==> src/rtl/sync_fifo_prog_if.sv <==
// Producer/consumer bundle for sync_fifo_prog.
// Optional macro SYNC_FIFO_PEAK_EN adds the peak_count signal.
interface sync_fifo_prog_if #(
  parameter int DATA_WIDTH = 8,
  parameter int FIFO_DEPTH = 16
);
  localparam int CW = $clog2(FIFO_DEPTH) + 1;

  logic                  wr_en;
  logic [DATA_WIDTH-1:0] wr_data;
  logic                  rd_en;
  logic [DATA_WIDTH-1:0] rd_data;
  logic                  rd_valid;
  logic [CW-1:0]         af_thresh;
  logic [CW-1:0]         ae_thresh;
  logic                  clr_err;
  logic                  full;
  logic                  empty;
  logic                  almost_full;
  logic                  almost_empty;
  logic                  overflow;
  logic                  underflow;
  logic [CW-1:0]         count;
`ifdef SYNC_FIFO_PEAK_EN
  logic [CW-1:0]         peak_count;
`endif

  // Upstream/downstream agent side.
  modport master (
    output wr_en, wr_data, rd_en, af_thresh, ae_thresh, clr_err,
`ifdef SYNC_FIFO_PEAK_EN
    input  peak_count,
`endif
    input  rd_data, rd_valid, full, empty, almost_full, almost_empty,
           overflow, underflow, count
  );

  // FIFO side.
  modport slave (
    input  wr_en, wr_data, rd_en, af_thresh, ae_thresh, clr_err,
`ifdef SYNC_FIFO_PEAK_EN
    output peak_count,
`endif
    output rd_data, rd_valid, full, empty, almost_full, almost_empty,
           overflow, underflow, count
  );
endinterface

==> src/rtl/sync_fifo_prog.sv <==
// Single-clock FIFO with programmable almost flags, selectable
// registered / first-word-fall-through read, and sticky error flags.
// Optional macro SYNC_FIFO_PEAK_EN adds a peak occupancy tracker.
module sync_fifo_prog #(
  parameter int DATA_WIDTH = 8,
  parameter int FIFO_DEPTH = 16,
  parameter int FWFT       = 0,
  parameter int CW         = $clog2(FIFO_DEPTH) + 1
) (
  input logic             clk,
  input logic             rst,
  sync_fifo_prog_if.slave fifo
);
  localparam int AW = $clog2(FIFO_DEPTH);

  logic [DATA_WIDTH-1:0] mem [FIFO_DEPTH];
  logic [AW-1:0]         wr_ptr, rd_ptr;
  logic [CW-1:0]         cnt, cnt_nxt;
  logic                  is_full, is_empty, wr_ok, rd_ok;
  logic                  ovf, unf;

  assign is_full  = (cnt == CW'(FIFO_DEPTH));
  assign is_empty = (cnt == '0);
  // A full FIFO still takes a write when the same cycle pops a word.
  assign rd_ok    = fifo.rd_en && !is_empty;
  assign wr_ok    = fifo.wr_en && (!is_full || rd_ok);

  // Occupancy after this edge; also feeds the peak tracker.
  always_comb begin
    cnt_nxt = cnt;
    if (wr_ok && !rd_ok)      cnt_nxt = cnt + CW'(1);
    else if (rd_ok && !wr_ok) cnt_nxt = cnt - CW'(1);
  end

  // Storage write; contents are don't-care until a pointer covers them.
  always_ff @(posedge clk) begin
    if (wr_ok) mem[wr_ptr] <= fifo.wr_data;
  end

  // Pointers wrap naturally at the power-of-two depth.
  always_ff @(posedge clk or posedge rst) begin
    if (rst) begin
      wr_ptr <= '0;
      rd_ptr <= '0;
      cnt    <= '0;
    end else begin
      if (wr_ok) wr_ptr <= wr_ptr + AW'(1);
      if (rd_ok) rd_ptr <= rd_ptr + AW'(1);
      cnt <= cnt_nxt;
    end
  end

  // Sticky errors; clear wins over a same-cycle set.
  always_ff @(posedge clk or posedge rst) begin
    if (rst) begin
      ovf <= 1'b0;
      unf <= 1'b0;
    end else if (fifo.clr_err) begin
      ovf <= 1'b0;
      unf <= 1'b0;
    end else begin
      if (fifo.wr_en && !wr_ok) ovf <= 1'b1;
      if (fifo.rd_en && !rd_ok) unf <= 1'b1;
    end
  end

  generate
    if (FWFT != 0) begin : g_fwft
      // Head word is always presented; rd_en just advances it.
      assign fifo.rd_data  = mem[rd_ptr];
      assign fifo.rd_valid = !is_empty;
    end else begin : g_reg
      logic [DATA_WIDTH-1:0] rd_q;
      logic                  rv_q;
      // Registered pop: data and valid land on the accepting edge.
      always_ff @(posedge clk or posedge rst) begin
        if (rst) begin
          rd_q <= '0;
          rv_q <= 1'b0;
        end else begin
          rv_q <= rd_ok;
          if (rd_ok) rd_q <= mem[rd_ptr];
        end
      end
      assign fifo.rd_data  = rd_q;
      assign fifo.rd_valid = rv_q;
    end
  endgenerate

`ifdef SYNC_FIFO_PEAK_EN
  logic [CW-1:0] peak;
  // High-water mark; clr_err restarts it from the current occupancy.
  always_ff @(posedge clk or posedge rst) begin
    if (rst)                peak <= '0;
    else if (fifo.clr_err)  peak <= cnt_nxt;
    else if (cnt_nxt > peak) peak <= cnt_nxt;
  end
  assign fifo.peak_count = peak;
`endif

  assign fifo.full         = is_full;
  assign fifo.empty        = is_empty;
  assign fifo.almost_full  = (cnt >= fifo.af_thresh);
  assign fifo.almost_empty = (cnt <= fifo.ae_thresh);
  assign fifo.overflow     = ovf;
  assign fifo.underflow    = unf;
  assign fifo.count        = cnt;
endmodule

==> src/flat_wrapper.sv <==
// flat-port wrapper written by rule: the top's interface ports become plain ports
module sync_fifo_prog_flat 
#(
  parameter int DATA_WIDTH = 8,
  parameter int FIFO_DEPTH = 16,
  parameter int FWFT       = 0,
  parameter int CW         = $clog2(FIFO_DEPTH) + 1
)
  (clk, rst, fifo_wr_en, fifo_wr_data, fifo_rd_en, fifo_af_thresh, fifo_ae_thresh, fifo_clr_err, fifo_rd_data, fifo_rd_valid, fifo_full, fifo_empty, fifo_almost_full, fifo_almost_empty, fifo_overflow, fifo_underflow, fifo_count);
  sync_fifo_prog_if #(.DATA_WIDTH(DATA_WIDTH), .FIFO_DEPTH(FIFO_DEPTH)) fifo_i ();
  input logic clk;
  input logic rst;
  input wire logic [$bits(fifo_i.wr_en)-1:0] fifo_wr_en;
  input wire logic [$bits(fifo_i.wr_data)-1:0] fifo_wr_data;
  input wire logic [$bits(fifo_i.rd_en)-1:0] fifo_rd_en;
  input wire logic [$bits(fifo_i.af_thresh)-1:0] fifo_af_thresh;
  input wire logic [$bits(fifo_i.ae_thresh)-1:0] fifo_ae_thresh;
  input wire logic [$bits(fifo_i.clr_err)-1:0] fifo_clr_err;
  output wire logic [$bits(fifo_i.rd_data)-1:0] fifo_rd_data;
  output wire logic [$bits(fifo_i.rd_valid)-1:0] fifo_rd_valid;
  output wire logic [$bits(fifo_i.full)-1:0] fifo_full;
  output wire logic [$bits(fifo_i.empty)-1:0] fifo_empty;
  output wire logic [$bits(fifo_i.almost_full)-1:0] fifo_almost_full;
  output wire logic [$bits(fifo_i.almost_empty)-1:0] fifo_almost_empty;
  output wire logic [$bits(fifo_i.overflow)-1:0] fifo_overflow;
  output wire logic [$bits(fifo_i.underflow)-1:0] fifo_underflow;
  output wire logic [$bits(fifo_i.count)-1:0] fifo_count;
  assign fifo_i.wr_en = fifo_wr_en;
  assign fifo_i.wr_data = fifo_wr_data;
  assign fifo_i.rd_en = fifo_rd_en;
  assign fifo_i.af_thresh = fifo_af_thresh;
  assign fifo_i.ae_thresh = fifo_ae_thresh;
  assign fifo_i.clr_err = fifo_clr_err;
  assign fifo_rd_data = fifo_i.rd_data;
  assign fifo_rd_valid = fifo_i.rd_valid;
  assign fifo_full = fifo_i.full;
  assign fifo_empty = fifo_i.empty;
  assign fifo_almost_full = fifo_i.almost_full;
  assign fifo_almost_empty = fifo_i.almost_empty;
  assign fifo_overflow = fifo_i.overflow;
  assign fifo_underflow = fifo_i.underflow;
  assign fifo_count = fifo_i.count;
  sync_fifo_prog #(.DATA_WIDTH(DATA_WIDTH), .FIFO_DEPTH(FIFO_DEPTH), .FWFT(FWFT), .CW(CW)) u_core (.clk(clk), .rst(rst), .fifo(fifo_i));
endmodule
==> config.mk <==
export PLATFORM = sky130hd
export DESIGN_NAME = sync_fifo_prog_flat
export DESIGN_NICKNAME = d
export VERILOG_FILES = /design/src/rtl/sync_fifo_prog_if.sv /design/src/rtl/sync_fifo_prog.sv /design/src/flat_wrapper.sv
export SDC_FILE = /design/constraint.sdc
export NUM_CORES = 1
export LEC_CHECK = 0
export ABC_AREA = 1
export CORE_ASPECT_RATIO = 0.75
export CORE_MARGIN = 4
export CORE_UTILIZATION = 55
export CTS_BUF_LIST = sky130_fd_sc_hd__clkbuf_2 sky130_fd_sc_hd__clkbuf_4 sky130_fd_sc_hd__clkbuf_8
export CTS_CLUSTER_DIAMETER = 60
export DETAILED_ROUTE_END_ITERATION = 8
export PLACE_DENSITY = 0.82
export SKIP_CTS_REPAIR_TIMING = 1
export SYNTH_ARGS = -nofsm -noshare
export SYNTH_HDL_FRONTEND = slang
export SYNTH_SLANG_ARGS = --single-unit
export TNS_END_PERCENT = 50
==> constraint.sdc <==
create_clock -name clk -period 4.9 [get_ports clk]
set_clock_uncertainty 0.15 [all_clocks]
set_input_delay 0.98 -clock clk [delete_from_list [all_inputs] [get_ports clk]]
set_output_delay 0.98 -clock clk [all_outputs]
set_load 0.005 [all_outputs]
==> results.sh <==
export IMPL_run_status="finished, final reports clean"
export IMPL_vias=4960
export IMPL_die_width_um=138
export IMPL_end_kind="output port"
export IMPL_fin_nets=784
export IMPL_ys_seq_area_frac=0.636
export IMPL_reg2reg_slack_ps=1880
export IMPL_dp_hpwl_um=9670
export IMPL_worstPathRequired_ps=3770
export IMPL_syn_inst=706
export IMPL_cap_violations=0
export IMPL_synth_distinct_cells=27
export IMPL_finalHoldViolCount=0
export IMPL_fin_tns_setup_ps=0
export IMPL_max_freq_ghz=0.256
export IMPL_antenna_cells=0
export IMPL_chipHeight_um=106
export IMPL_synth_largest_area_cell="edfxtp_1"
export IMPL_routed_via_density=5.39
export IMPL_start_kind="input pin"
export IMPL_grt_overflow_total=0
export IMPL_grt_pass1_vias=5009
export IMPL_final_cell_count_no_fill=920
export IMPL_syn_area_um2=6990
export IMPL_slew_headroom=0.186
export IMPL_tightest_slew_ps=1220
export IMPL_critPathMaxFanout=3
export IMPL_wl_per_cell_um=16.3
export IMPL_postLayoutSetupSlackWorst_ps=998
export IMPL_cp_endpoint="fifo_almost_full"
export IMPL_reg2reg_to="u_core.fifo.count[4]"
export IMPL_clock_sinks=152
export IMPL_fin_crit_ps=3900
export IMPL_wl_um=15000
export IMPL_crit_slowest_cell="clkdlybuf4s50_1"
export IMPL_clk_pin_slew_ps=80
export IMPL_synth_edff_count=128
export IMPL_drc=0
export IMPL_dr_pass1_iters=5
export IMPL_antenna_found_initial=0
export IMPL_dp_cells=888
export IMPL_avgSynthCellArea_um2=9.89
export IMPL_rows=35
export IMPL_synth_seq_cells=152
export IMPL_synth_top_cell_area_share=0.550
export IMPL_area_growth_pct=12.5
export IMPL_p_leak_nw=3.50
export IMPL_placed_cell_area_um2=7460
export IMPL_dp_slack_ps=967
export IMPL_rr_startpoint="u_core.fifo.count[1]"
export IMPL_cts_buffer_depth=2
export IMPL_fin_worst_hold_slack_ps=346
export IMPL_synth_common_cells="nand2_1, edfxtp_1, inv_1"
export IMPL_synth_net_count=749
export IMPL_async_flop_share=0.158
export IMPL_slowest_delay_ps=570
export IMPL_fillers=909
export IMPL_coreArea_um2=12300
export IMPL_initial_core_util=0.566
export IMPL_crit_start="fifo_af_thresh[4]"
export IMPL_finalSetupViolCount=0
export IMPL_die_area_um2=14600
export IMPL_utilization=0.637
export IMPL_crit_type="in2out"
export IMPL_cp_arrival_ps=2770
export IMPL_reg2regPathDepth=13
export IMPL_yosys_warnings=0
export IMPL_numCtsBuffers=17
export IMPL_grt_first_pass_wirelength_um=24700
export IMPL_port_buffers=42
export IMPL_hp_class="reg2reg"
export IMPL_peakVddDrop_mv=0.420
export IMPL_drv_slew=0
export IMPL_design_area_um2=7860
export IMPL_cts_max_level=4
export IMPL_synth_most_common_cell="nand2_1"
export IMPL_drt_initial_drc_count=545
export IMPL_rsz0062_at_grt="false"
export IMPL_synth_ff_type="edfxtp_1"
export IMPL_grtUsageTotal=0.215
export IMPL_power_density_nw_per_um2=546
export IMPL_num_io_pins=43
export IMPL_postRouteAntennaNets=0
export IMPL_fin_crit_sh=0.796
export IMPL_worstPathCellList="clkdlybuf4s50_1 -> inv_1 -> ha_1 -> nand2_1 -> o311ai_0 -> clkdlybuf4s50_1"
export IMPL_drive_above_1_share=0.0491
export IMPL_timing_critical_path_mode_cell="clkdlybuf4s50_1"
export IMPL_grt_start_max_net_pins=68
export IMPL_root_buffer="clkbuf_8"
export IMPL_clk_latency_ps=450
export IMPL_synth_area_leaders="edfxtp_1, nand2_1, dfrtp_1, nand3_1, inv_1"
export IMPL_finalPower_mw=4.29
export IMPL_cts_tree="built"
export IMPL_gp_congestion=0.807
==> cells in the final DEF, fill, tap and decap left out <==
cell type        count
clkdlybuf4s50_1     42
a21o_1               1
o22ai_1              1
nand4_1              2
o311ai_0             1
inv_6                6
ha_1                19
clkinvlp_4           2
o21ai_1              2
edfxtp_1           128
nand2_1            223
clkinv_4             3
buf_4                2
clkbuf_8            17
clkinv_1             3
xnor2_1              1
inv_2                2
a21oi_1              7
nor3_2               1
inv_1              123
bufinv_16            2
o21ai_0              3
nand3_1            102
fa_1                 1
clkinv_2             1
dfrtp_2              1
xor2_1               7
nor2_1              24
o21a_1               1
dfrtp_1             23
o21bai_1             2
a31oi_1              1
==> sequential cells by signal, indices dropped and copies added, names as in the netlist <==
signal	count
u_core.fifo.rd_data	8
u_core.fifo.rd_valid	1
u_core.fifo.underflow	1
u_core.rd_ptr	4
u_core.fifo.overflow	1
u_core.wr_ptr	4
u_core.fifo.count	5
u_core.mem	128
==> routing by layer <==
layer | share of wire | GRT usage | vias to the layer above
met3 | 0.098 | 0.0599 | 33
met1 | 0.39 | 0.279 | 2354
li1 | - | - | 2332
met4 | 0.020 | 0.0748 | 0
met5 | 0 | 0 | -
met2 | 0.49 | 0.353 | 241
==> final cells by class <==
cell class              count  area, um2  area share
clock buffers              17        234      0.0298
clock inverters            15        163      0.0207
inverters                 127        477      0.0606
multi-input cells         399       1900       0.242
flip-flops and latches    152       4450       0.565
well taps                 166        208      0.0264
repair buffers             44        435      0.0554
==> power breakdown <==
part / internal, mW / total, mW / switching, mW
clock network: 0.461 / 0.963 / 0.502
logic: 0.563 / 1.58 / 1.02
registers: 1.59 / 1.74 / 0.149
==> kinds of logic after synthesis <==
family / synth area share
and+or+nand+nor: 0.209
AOI/OAI and AO/OA: 0.0159
DFF: 0.636
xor gates and xnor gates: 0.0100
buffers and inverters: 0.0919
adders and majority gates: 0.0369
==> worst max-delay path, delay by kind of cell <==
kind | cells | cell delay, ps
simple gates | 1 | 80
fa+ha+maj | 1 | 310
compound gates | 1 | 330
buf+inv | 3 | 1070
==> worst min path at each step <==
stage	startpoint	end	depth (start not counted)	slack, ps
after floorplan	u_core.fifo.rd_data[0]	u_core.fifo.rd_data[0]	2	320
after global placement	u_core.fifo.rd_data[3]	u_core.fifo.rd_data[3]	2	320
after detailed placement	u_core.fifo.rd_data[1]	u_core.fifo.rd_data[1]	2	330
after CTS	u_core.fifo.rd_data[1]	u_core.fifo.rd_data[1]	2	350
after global routing	u_core.fifo.rd_data[3]	u_core.fifo.rd_data[3]	2	370
final	u_core.fifo.rd_data[3]	u_core.fifo.rd_data[3]	2	350
No activity file was read; power rests on OpenSTA's default activity.
